===== config.mk =====
export PLATFORM = sky130hd
export DESIGN_NAME = sram_loader_flat
export DESIGN_NICKNAME = d
export VERILOG_FILES = /design/src/rtl/sram_loader_pkg.sv /design/src/rtl/sram_loader_if.sv /design/src/rtl/sram_cycle_timer.sv /design/src/rtl/sram_loader.sv /design/src/flat_wrapper.sv
export SDC_FILE = /design/constraint.sdc
export NUM_CORES = 1
export LEC_CHECK = 0
export BUFFER_PORTS_ARGS = -buffer_cell sky130_fd_sc_hd__clkbuf_2
export CORE_ASPECT_RATIO = 1.75
export CORE_MARGIN = 10
export CORE_UTILIZATION = 40
export CTS_BUF_LIST = sky130_fd_sc_hd__clkbuf_16
export DETAILED_ROUTE_END_ITERATION = 10
export PLACE_DENSITY_LB_ADDON = 0.1
export SLEW_MARGIN = 40
export SYNTH_ARGS = -nofsm -noshare
export SYNTH_HDL_FRONTEND = slang
export SYNTH_SLANG_ARGS = --single-unit

===== constraint.sdc =====
create_clock -name clk -period 1.65 [get_ports clk]
set_clock_uncertainty 0.15 [all_clocks]
set_input_delay 0.495 -clock clk [delete_from_list [all_inputs] [get_ports clk]]
set_output_delay 0.495 -clock clk [all_outputs]
set_load 0.01 [all_outputs]

===== src/rtl/sram_loader_pkg.sv =====
// Shared types and constants for the boot-ROM to SRAM copy engine.
// No logic; latency/backpressure properties live in the modules that import this.
// Optional verify read-back is enabled by SRAM_LOADER_VERIFY_EN.
package sram_loader_pkg;

    // NEXT is the word-advance decision; it is resolved in the last cycle of each word.
    typedef enum logic [3:0] {
        IDLE, ROM_RD, ROM_WAIT, LATCH, SETUP, WRITE, HOLD, VRD, VCMP, NEXT, FIN
    } state_e;

    localparam int ROM_LAT    = 1;
    localparam int VRD_CYCLES = 2;

    function automatic int cnt_width(input int max_cycles);
        return (max_cycles < 2) ? 1 : $clog2(max_cycles);
    endfunction

endpackage


===== src/rtl/sram_loader_if.sv =====
// ROM read port and SRAM pin bundle between the loader (master) and ROM/pads (slave).
// Purely structural, no latency of its own.
// No backpressure: the ROM has fixed latency and the SRAM is asynchronous.
interface sram_loader_if #(
    parameter int ROM_AW  = 8,
    parameter int DW      = 8,
    parameter int SRAM_AW = 18
);
    logic [ROM_AW-1:0]  rom_address;
    logic               rom_chipselect;
    logic               rom_clken;
    logic [DW-1:0]      rom_readdata;
    logic [SRAM_AW-1:0] sram_addr;
    logic [DW-1:0]      sram_dq_out;
    logic               sram_dq_oe;
    logic [DW-1:0]      sram_dq_in;
    logic               sram_ce_n;
    logic               sram_we_n;
    logic               sram_oe_n;

    modport master (
        output rom_address, rom_chipselect, rom_clken,
        output sram_addr, sram_dq_out, sram_dq_oe, sram_ce_n, sram_we_n, sram_oe_n,
        input  rom_readdata, sram_dq_in
    );

    modport slave (
        input  rom_address, rom_chipselect, rom_clken,
        input  sram_addr, sram_dq_out, sram_dq_oe, sram_ce_n, sram_we_n, sram_oe_n,
        output rom_readdata, sram_dq_in
    );
endinterface


===== src/rtl/sram_cycle_timer.sv =====
// Loadable down-counter; expired is high while the count sits at zero.
// Loading N-1 gives expiry after N cycles in the following state.
// No backpressure; load always wins over the decrement.
module sram_cycle_timer #(
    parameter int W = 2
) (
    input  logic         clk,
    input  logic         reset,
    input  logic         load,
    input  logic [W-1:0] load_val,
    output logic         expired
);
    logic [W-1:0] cnt_q, cnt_d;

    always_comb begin
        cnt_d = cnt_q;
        if (load) begin
            cnt_d = load_val;
        end else if (cnt_q != '0) begin
            cnt_d = cnt_q - 1'b1;
        end
    end

    always_ff @(posedge clk) begin
        if (reset) begin
            cnt_q <= '0;
        end else begin
            cnt_q <= cnt_d;
        end
    end

    assign expired = (cnt_q == '0);
endmodule


===== src/rtl/sram_loader.sv =====
// Copies LEN bytes from boot ROM to async SRAM; SRAM_LOADER_VERIFY_EN adds per-word read-back.
// Latency: LEN*(WE_CYCLES+5)+1 cycles start->done (+3 cycles/word with verify).
// No backpressure; start while busy is dropped, reset aborts immediately.
module sram_loader
    import sram_loader_pkg::*;
#(
    parameter int ROM_AW    = 8,
    parameter int DW        = 8,
    parameter int SRAM_AW   = 18,
    parameter int SRAM_BASE = 0,
    parameter int LEN       = 256,
    parameter int WE_CYCLES = 2
) (
    input  logic          clk,
    input  logic          reset,
    input  logic          start,
    output logic          busy,
    output logic          done,
    output logic          error,
    sram_loader_if.master bus
);
    localparam int IW       = ROM_AW + 1;
    localparam int MAX_WAIT = (WE_CYCLES > VRD_CYCLES) ? WE_CYCLES : VRD_CYCLES;
    localparam int TW       = cnt_width((MAX_WAIT > ROM_LAT) ? MAX_WAIT : ROM_LAT);

    localparam logic [SRAM_AW-1:0] BASE_A   = SRAM_AW'(SRAM_BASE);
    localparam logic [IW-1:0]      LAST_IDX = IW'(LEN - 1);

    state_e          state_q, state_d;
    logic [IW-1:0]   idx_q, idx_d;
    logic [DW-1:0]   wdata_q, wdata_d;
    logic            tmr_load;
    logic [TW-1:0]   tmr_val;
    logic            tmr_expired;
    logic            word_end;
`ifdef SRAM_LOADER_VERIFY_EN
    logic            err_q, err_d;
`endif

    sram_cycle_timer #(.W(TW)) u_timer (
        .clk      (clk),
        .reset    (reset),
        .load     (tmr_load),
        .load_val (tmr_val),
        .expired  (tmr_expired)
    );

    always_comb begin
        state_d  = state_q;
        idx_d    = idx_q;
        wdata_d  = wdata_q;
        tmr_load = 1'b0;
        tmr_val  = '0;
        word_end = 1'b0;
`ifdef SRAM_LOADER_VERIFY_EN
        err_d    = err_q;
`endif
        case (state_q)
            IDLE: begin
                if (start) begin
                    state_d = ROM_RD;
                    idx_d   = '0;
`ifdef SRAM_LOADER_VERIFY_EN
                    err_d   = 1'b0;
`endif
                end
            end
            ROM_RD: begin
                tmr_load = 1'b1;
                tmr_val  = TW'(ROM_LAT - 1);
                state_d  = ROM_WAIT;
            end
            ROM_WAIT: if (tmr_expired) state_d = LATCH;
            LATCH: begin
                wdata_d = bus.rom_readdata;
                state_d = SETUP;
            end
            SETUP: begin
                tmr_load = 1'b1;
                tmr_val  = TW'(WE_CYCLES - 1);
                state_d  = WRITE;
            end
            WRITE: if (tmr_expired) state_d = HOLD;
`ifdef SRAM_LOADER_VERIFY_EN
            HOLD: begin
                tmr_load = 1'b1;
                tmr_val  = TW'(VRD_CYCLES - 1);
                state_d  = VRD;
            end
            VRD: if (tmr_expired) state_d = VCMP;
            VCMP: begin
                if (bus.sram_dq_in != wdata_q) err_d = 1'b1;
                word_end = 1'b1;
            end
`else
            HOLD: word_end = 1'b1;
`endif
            FIN:     state_d = IDLE;
            default: state_d = IDLE;
        endcase

        // Word advance (NEXT) costs no cycle of its own.
        if (word_end) begin
            if (idx_q == LAST_IDX) begin
                state_d = FIN;
            end else begin
                idx_d   = idx_q + 1'b1;
                state_d = ROM_RD;
            end
        end
    end

    always_ff @(posedge clk) begin
        if (reset) begin
            state_q <= IDLE;
            idx_q   <= '0;
            wdata_q <= '0;
`ifdef SRAM_LOADER_VERIFY_EN
            err_q   <= 1'b0;
`endif
        end else begin
            state_q <= state_d;
            idx_q   <= idx_d;
            wdata_q <= wdata_d;
`ifdef SRAM_LOADER_VERIFY_EN
            err_q   <= err_d;
`endif
        end
    end

    // Pins decode straight from registered state, so a reset edge clears them all at once.
    assign busy               = (state_q != IDLE);
    assign done               = (state_q == FIN);
    assign bus.rom_address    = idx_q[ROM_AW-1:0];
    assign bus.rom_chipselect = (state_q == ROM_RD);
    assign bus.rom_clken      = 1'b1;
    assign bus.sram_addr      = BASE_A + SRAM_AW'(idx_q);
    assign bus.sram_dq_out    = wdata_q;
    assign bus.sram_dq_oe     = (state_q == SETUP) || (state_q == WRITE) || (state_q == HOLD);
    assign bus.sram_we_n      = (state_q != WRITE);
`ifdef SRAM_LOADER_VERIFY_EN
    assign bus.sram_ce_n      = !((state_q == SETUP) || (state_q == WRITE) || (state_q == HOLD) ||
                                  (state_q == VRD)   || (state_q == VCMP));
    assign bus.sram_oe_n      = !((state_q == VRD) || (state_q == VCMP));
    assign error              = err_q;
`else
    assign bus.sram_ce_n      = !((state_q == SETUP) || (state_q == WRITE) || (state_q == HOLD));
    assign bus.sram_oe_n      = 1'b1;
    assign error              = 1'b0;
`endif
endmodule


===== src/flat_wrapper.sv =====
// flat-port wrapper written by rule: the top's interface ports become plain ports
module sram_loader_flat import sram_loader_pkg::*;
#(
    parameter int ROM_AW    = 8,
    parameter int DW        = 8,
    parameter int SRAM_AW   = 18,
    parameter int SRAM_BASE = 0,
    parameter int LEN       = 256,
    parameter int WE_CYCLES = 2
)
  (clk, reset, start, busy, done, error, bus_rom_address, bus_rom_chipselect, bus_rom_clken, bus_sram_addr, bus_sram_dq_out, bus_sram_dq_oe, bus_sram_ce_n, bus_sram_we_n, bus_sram_oe_n, bus_rom_readdata, bus_sram_dq_in);
  sram_loader_if #(.ROM_AW(ROM_AW), .DW(DW), .SRAM_AW(SRAM_AW)) bus_i ();
  input  logic clk;
  input  logic reset;
  input  logic start;
  output logic busy;
  output logic done;
  output logic error;
  output wire logic [$bits(bus_i.rom_address)-1:0] bus_rom_address;
  output wire logic [$bits(bus_i.rom_chipselect)-1:0] bus_rom_chipselect;
  output wire logic [$bits(bus_i.rom_clken)-1:0] bus_rom_clken;
  output wire logic [$bits(bus_i.sram_addr)-1:0] bus_sram_addr;
  output wire logic [$bits(bus_i.sram_dq_out)-1:0] bus_sram_dq_out;
  output wire logic [$bits(bus_i.sram_dq_oe)-1:0] bus_sram_dq_oe;
  output wire logic [$bits(bus_i.sram_ce_n)-1:0] bus_sram_ce_n;
  output wire logic [$bits(bus_i.sram_we_n)-1:0] bus_sram_we_n;
  output wire logic [$bits(bus_i.sram_oe_n)-1:0] bus_sram_oe_n;
  input wire logic [$bits(bus_i.rom_readdata)-1:0] bus_rom_readdata;
  input wire logic [$bits(bus_i.sram_dq_in)-1:0] bus_sram_dq_in;
  assign bus_rom_address = bus_i.rom_address;
  assign bus_rom_chipselect = bus_i.rom_chipselect;
  assign bus_rom_clken = bus_i.rom_clken;
  assign bus_sram_addr = bus_i.sram_addr;
  assign bus_sram_dq_out = bus_i.sram_dq_out;
  assign bus_sram_dq_oe = bus_i.sram_dq_oe;
  assign bus_sram_ce_n = bus_i.sram_ce_n;
  assign bus_sram_we_n = bus_i.sram_we_n;
  assign bus_sram_oe_n = bus_i.sram_oe_n;
  assign bus_i.rom_readdata = bus_rom_readdata;
  assign bus_i.sram_dq_in = bus_sram_dq_in;
  sram_loader #(.ROM_AW(ROM_AW), .DW(DW), .SRAM_AW(SRAM_AW), .SRAM_BASE(SRAM_BASE), .LEN(LEN), .WE_CYCLES(WE_CYCLES)) u_core (.clk(clk), .reset(reset), .start(start), .busy(busy), .done(done), .error(error), .bus(bus_i));
endmodule

==> results of run 1 <==
## timing repair
action                                  in CTS  in global routing
endpoints found under the setup margin      15                 21
resized for setup                           21                 16
endpoints found under the hold margin        0                  0
pin swaps                                    7                  9
setup buffers                                8                  2
## cells by family after synthesis
| kind of cell | count (synthesis) | share of synthesized area |
|---|---|---|
| other | 2 | 0.00611 |
| xor gates and xnor gates | 1 | 0.00712 |
| and+or+nand+nor | 53 | 0.248 |
| muxes | 10 | 0.0814 |
| adders and majority gates | 1 | 0.0102 |
| buffers and inverters | 30 | 0.162 |
| DFF | 22 | 0.358 |
| AOI/OAI and AO/OA | 21 | 0.127 |
## metrics by stage
| stage | power, mW | worst slack [ps] | cell area (µm²) | util |
|---|---|---|---|---|
| after floorplan | 0.733 | -6.43 | 1310 | - |
| after global placement | 0.820 | -117 | 1630 | 0.555 |
| after detailed placement | 0.826 | -126 | 1630 | 0.555 |
| after CTS | 1.57 | -239 | 1860 | 0.636 |
| after global routing | 1.65 | -272 | 1950 | 0.666 |
| final | 1.59 | -248 | 1950 | 0.666 |
## synthesized netlist by cell type, drive strengths merged, types with 2 or more instances
cell     instances
buf             24
dfxtp           22
nor2            15
mux2i           10
nand3           10
inv              5
a21oi            4
nand2            4
nand4            4
nor3             4
or3              4
a211oi           3
nor4             3
o21ai            3
a2bb2oi          2
conb             2
nand2b           2
or4              2
## worst min-delay path: stages
cell	delay (ps)
clkbuf_2	70
mux2i_1	50
nor2_1	70
## state kept, by name, indices dropped and copies added (netlist names)
register and flops:
u_core.bus.sram_dq_out 8, u_core.idx_q 9, u_core.u_timer.cnt_q 1, u_core.state_q 4
## power groups by stage
stage                     Sequential, mW  Combinational, mW  Clock (mW)
after floorplan                    0.570              0.163           0
after global placement             0.578              0.242           0
after detailed placement           0.578              0.248           0
after CTS                          0.568              0.298       0.702
after global routing               0.573              0.356       0.723
final                              0.571              0.330       0.686
## cells in the final DEF, fill, tap and decap left out, types with 3 or more instances in the layout
master	n
clkbuf_2	37
buf_4	37
dfxtp_1	16
nor2_1	14
conb_1	12
mux2i_1	10
buf_6	6
nand3_1	5
dfxtp_4	5
inv_1	4
nand4_1	4
nand3_2	4
nor3_1	3
a21oi_1	3
clkbuf_16	3
buf_2	3
## metal layers
layer | vias to the layer above | wire length (µm) | global-route usage
li1 | 620 | - | -
met1 | 581 | 1420 | 0.138
met2 | 42 | 2260 | 0.248
met3 | 10 | 274 | 0.0407
met4 | 0 | 97 | 0.0693
met5 | - | 0 | 0
## worst min-delay path by stage
stage	start	endpoint	cells past startpoint
final	bus_rom_readdata[5]	u_core.bus.sram_dq_out[5]$_SDFFE_PP0P_	3
after global routing	bus_rom_readdata[2]	u_core.bus.sram_dq_out[2]$_SDFFE_PP0P_	3
after CTS	bus_rom_readdata[1]	u_core.bus.sram_dq_out[1]$_SDFFE_PP0P_	3
after detailed placement	u_core.bus.sram_dq_out[0]$_SDFFE_PP0P_	u_core.bus.sram_dq_out[0]$_SDFFE_PP0P_	2
after global placement	u_core.bus.sram_dq_out[2]$_SDFFE_PP0P_	u_core.bus.sram_dq_out[2]$_SDFFE_PP0P_	2
after floorplan	u_core.idx_q[0]$_SDFF_PP0_	u_core.idx_q[0]$_SDFF_PP0_	1
## cell type report
| class | count | share of cell area |
|---|---|---|
| clock buffer | 3 | 0.0385 |
| clock inverter | 1 | 0.0154 |
| sequential | 22 | 0.236 |
| inverter | 5 | 0.00963 |
| timing repair buffer | 84 | 0.290 |
| tap | 28 | 0.0180 |
| multi-input combinational | 98 | 0.392 |
==> flow_summary.toml, run 1 <==
[sta]
min_period_over_period = 1.15
hold_ws_ps = 322
slew_violations = 0
rsz0062_at_grt = "true"
setup_viol = 14
hold_violations = 0
min_period_ps = 1900
finalWorstSetupSlack_ps = -248
fin_tns_setup_ps = -1910
max_freq_ghz = 0.527

[outcome]
violations = "negative setup slack"
outcome = "finished with violations"

[die]
rows = 26
die_y_um = 93.4
dieWidth_um = 61.9
ioPinCount = 62
core_area_um2 = 2930
start_util = 0.420
die_area_um2 = 5780

[power]
leakagePower_nw = 0.884
swShare = 0.242
switchingPower_mw = 0.385
power_frac_comb = 0.208
power_density_nw_per_um2 = 814
p_seq_frac = 0.360
clkPwrFrac = 0.433
internal_power_mw = 1.20
peakVddDrop_uv = 774

[worst_setup_path]
worstSetupPathType = "reg -> out"
cp_top_family = "simple AND/OR/NAND/NOR gates"
path_depth = 3
startpoint = "u_core.state_q[1]$_SDFFE_PP0P_"
cp.buffers_inverters = 2
crit_path_cell_trace = "buf_6 > or3_4 > buf_6"
end_kind = "output pin"
crit_fanout = 5
arrival_ps = 1250
critPathLaunchType = "flop"
cp_common_cell = "buf_6"
worst_r2r_endpoint = "u_core.idx_q[6]$_SDFF_PP0_"
r2r_start = "u_core.idx_q[1]$_SDFF_PP0_"
reg2reg_setup_slack_ps = -120
rr_worst_depth = 6
required_ps = 1000
crit_path_top_delay_cell = "or3_4"
crit_path_max_incr_delay_ps = 380
endpoint = "bus_sram_we_n"

[global_route]
grt_pass1_wl_mm = 6.31
grt_overflow_total = 0
grt_pass1_vias = 1343
grt_max_degree = 14
track_usage = 0.139
grt_antenna_before_repair = 0

[clock_tree]
clock_latency_ps = 260
cts_sinks = 22
cts-buffers-inserted = 3
cts_max_level = 1
root_buffer = "clkbuf_16"
cts.reportedPaths.clkPinSlew_ps = 60
cts_buffer_depth = 2
ctsHoldBuffers = 0
cts_tree = "yes"

[logic_synthesis]
synthFlopType = "dfxtp_1"
yosysSeqAreaShare = 0.358
syn_area_um2 = 1230
synth_area_leaders = "dfxtp_1 36%, buf_4 12%, mux2i_1 8.1%, nor2_1 4.3%, nand3_1 4.1%"
avgSynthCellArea_um2 = 8.79
synth_top_area_share = 0.358
syn_inst = 140
synth.ff_latch_count = 22
synth_edf_count = 0
ys_warn_count = 0
async_flop_share = 0
synth_top_cell_by_area = "dfxtp_1"
synth_cell_types = 42

[cells_and_area]
fillCellCount = 263
fin_cells = 241
multiInputGateArea_um2 = 764
diodes = 0
final_layout_size_suffix_gt1_frac = 0.577
area_growth_syn_to_layout_pct = 58.5
nNetsFinal = 234
regArea_um2 = 460

[drt]
drtIter0Drc = 32
drc = 0
vias = 1253
ant_nets = 0
drt_pass1_iterations = 4
viasPerCell = 5.20
wire_per_inst_um = 16.8
wl_mm = 4.05

[min_path]
worst_hold_path_type = "in -> reg"

[place]
hpwl_mm = 2.93
place.gp.congestion = 0.906
placedCellCount = 228
io_buffers = 41

[run]
drv_cap = 0
Power figures use the tool's default switching activity.
==> run 2, diff against run 1 <==
- MAX_ROUTING_LAYER: default -> met4
- SETUP_SLACK_MARGIN: default -> 0.05
==> flow_summary.toml, run 2 (synthesis results as in run 1) <==
[outcome]
outcome = "finished with violations"
violations = "negative setup slack"

[power]
internal_power_mw = 1.04
switchingPower_mw = 0.357
power_density_nw_per_um2 = 733
swShare = 0.255
power_frac_comb = 0.234
peakVddDrop_uv = 625
leakagePower_nw = 0.865
p_seq_frac = 0.404
clkPwrFrac = 0.362

[cells_and_area]
diodes = 0
final_layout_size_suffix_gt1_frac = 0.543
layout_commonest_cell = "clkbuf_2"
largest_register_ffs = 9
max_flop_register = "u_core.idx_q"
nNetsFinal = 231
area_growth_syn_to_layout_pct = 55.5
final_cell_mix = "36 x clkbuf_2, 33 x buf_4, 15 x dfxtp_1"

[drt]
wl_mm = 3.70
vias = 1239
drc = 0
drtIter0Drc = 37
viasPerCell = 5.21
wire_per_inst_um = 15.6
ant_nets = 0
drt_pass1_iterations = 4

[global_route]
track_usage = 0.135
grt_overflow_total = 0
grt_pass1_wl_mm = 5.98
grt_max_degree = 14
grt_antenna_before_repair = 0
grt_pass1_vias = 1310

[clock_tree]
cts_sinks = 22
cts.reportedPaths.clkPinSlew_ps = 60
clock_latency_ps = 250
cts_tree = "yes"
ctsHoldBuffers = 0
cts_max_level = 1
cts_buffer_depth = 2
cts-buffers-inserted = 3
root_buffer = "clkbuf_16"

[worst_setup_path]
reg2reg_setup_slack_ps = 10
r2r_start = "u_core.state_q[2]$_SDFFE_PP0P_"
startpoint = "u_core.state_q[3]$_SDFFE_PP0P_"
endpoint = "bus_sram_we_n"
worst_r2r_endpoint = "u_core.idx_q[3]$_SDFF_PP0_"
crit_fanout = 7
crit_path_top_delay_cell = "dfxtp_4"
required_ps = 1000
rr_worst_depth = 5
worstSetupPathType = "reg -> out"
critPathLaunchType = "flop"
crit_path_max_incr_delay_ps = 380
end_kind = "output pin"
crit_path_cell_trace = "nand2b_4 > or3_4 > buf_6"
arrival_ps = 1250

[die]
rows = 26
die_area_um2 = 5780
dieWidth_um = 61.9
core_area_um2 = 2930
start_util = 0.420
ioPinCount = 62
die_y_um = 93.4

[sta]
slew_violations = 0
min_period_ps = 1890
finalWorstSetupSlack_ps = -241
min_period_over_period = 1.15
max_freq_ghz = 0.529
hold_violations = 0
fin_tns_setup_ps = -1090
hold_ws_ps = 329
rsz0062_at_grt = "true"
setup_viol = 6

[run]
drv_cap = 0

[min_path]
worst_hold_path_type = "in -> reg"

[place]
io_buffers = 41
hpwl_mm = 2.82
place.gp.congestion = 0.861
## run 2: worst min-delay path by stage
stage                                            from                                endpoint  slack (ps)  depth (start not counted)
5_1_grt                           bus_rom_readdata[6]  u_core.bus.sram_dq_out[6]$_SDFFE_PP0P_         360                          3
3_3_place_gp   u_core.bus.sram_dq_out[6]$_SDFFE_PP0P_  u_core.bus.sram_dq_out[6]$_SDFFE_PP0P_         320                          2
2_1_floorplan              u_core.idx_q[0]$_SDFF_PP0_              u_core.idx_q[0]$_SDFF_PP0_         330                          1
4_1_cts                           bus_rom_readdata[6]  u_core.bus.sram_dq_out[6]$_SDFFE_PP0P_         330                          3
3_5_place_dp   u_core.bus.sram_dq_out[6]$_SDFFE_PP0P_  u_core.bus.sram_dq_out[6]$_SDFFE_PP0P_         340                          2
6_report                          bus_rom_readdata[7]  u_core.bus.sram_dq_out[7]$_SDFFE_PP0P_         330                          3
## run 2: through the flow
| step | std cells | utilization | worst slack [ps] | area [µm²] | total power [mW] |
|---|---|---|---|---|---|
| finish | 238 | 0.653 | -241 | 1910 | 1.40 |
| global placement | 222 | 0.553 | -70.1 | 1620 | 0.817 |
| CTS | 233 | 0.624 | -240 | 1830 | 1.39 |
| detailed placement | 222 | 0.553 | -58.0 | 1620 | 0.822 |
| global route | 238 | 0.653 | -292 | 1910 | 1.47 |
| floorplan | 150 | - | -6.43 | 1340 | 0.736 |
## run 2: worst max-delay path: cells and delay by family (launching register included)
family | cells | cell delay [ps]
simple gates | 2 | 490
flops | 1 | 380
buf+inv | 1 | 130
## run 2: power by group through the flow
stage	clock (mW)	combinational, mW	sequential (mW)
3_3_place_gp	0	0.239	0.578
2_1_floorplan	0	0.166	0.570
4_1_cts	0.524	0.296	0.569
6_report	0.507	0.328	0.567
3_5_place_dp	0	0.244	0.578
5_1_grt	0.543	0.361	0.569
## run 2: final cells by class
class                           instances  area (µm²)
Timing Repair Buffer                   81         571
Clock inverter                          1        3.75
Sequential cell                        22         464
Clock buffer                            3        75.1
Multi-Input combinational cell         98         746
Fill cell                             251        1010
Tap cell                               28        35.0
Inverter                                5        18.8
## run 2: repair_timing
| action | in CTS | in global routing |
|---|---|---|
| endpoints found under the hold margin | 0 | 0 |
| setup endpoints to repair | 19 | 23 |
| setup buffers | 7 | 5 |
| resized for setup | 14 | 16 |
| pin swaps | 7 | 8 |
## run 2: per-layer routing
layer  vias up  routed length, µm  share of wire  GRT usage
met1       586               1330           0.36      0.132
met5         -                  0              0          -
met2        35               2070           0.56      0.232
met3         8                221          0.060     0.0325
li1        610                  -              -          -
met4         0                 84          0.023     0.0730
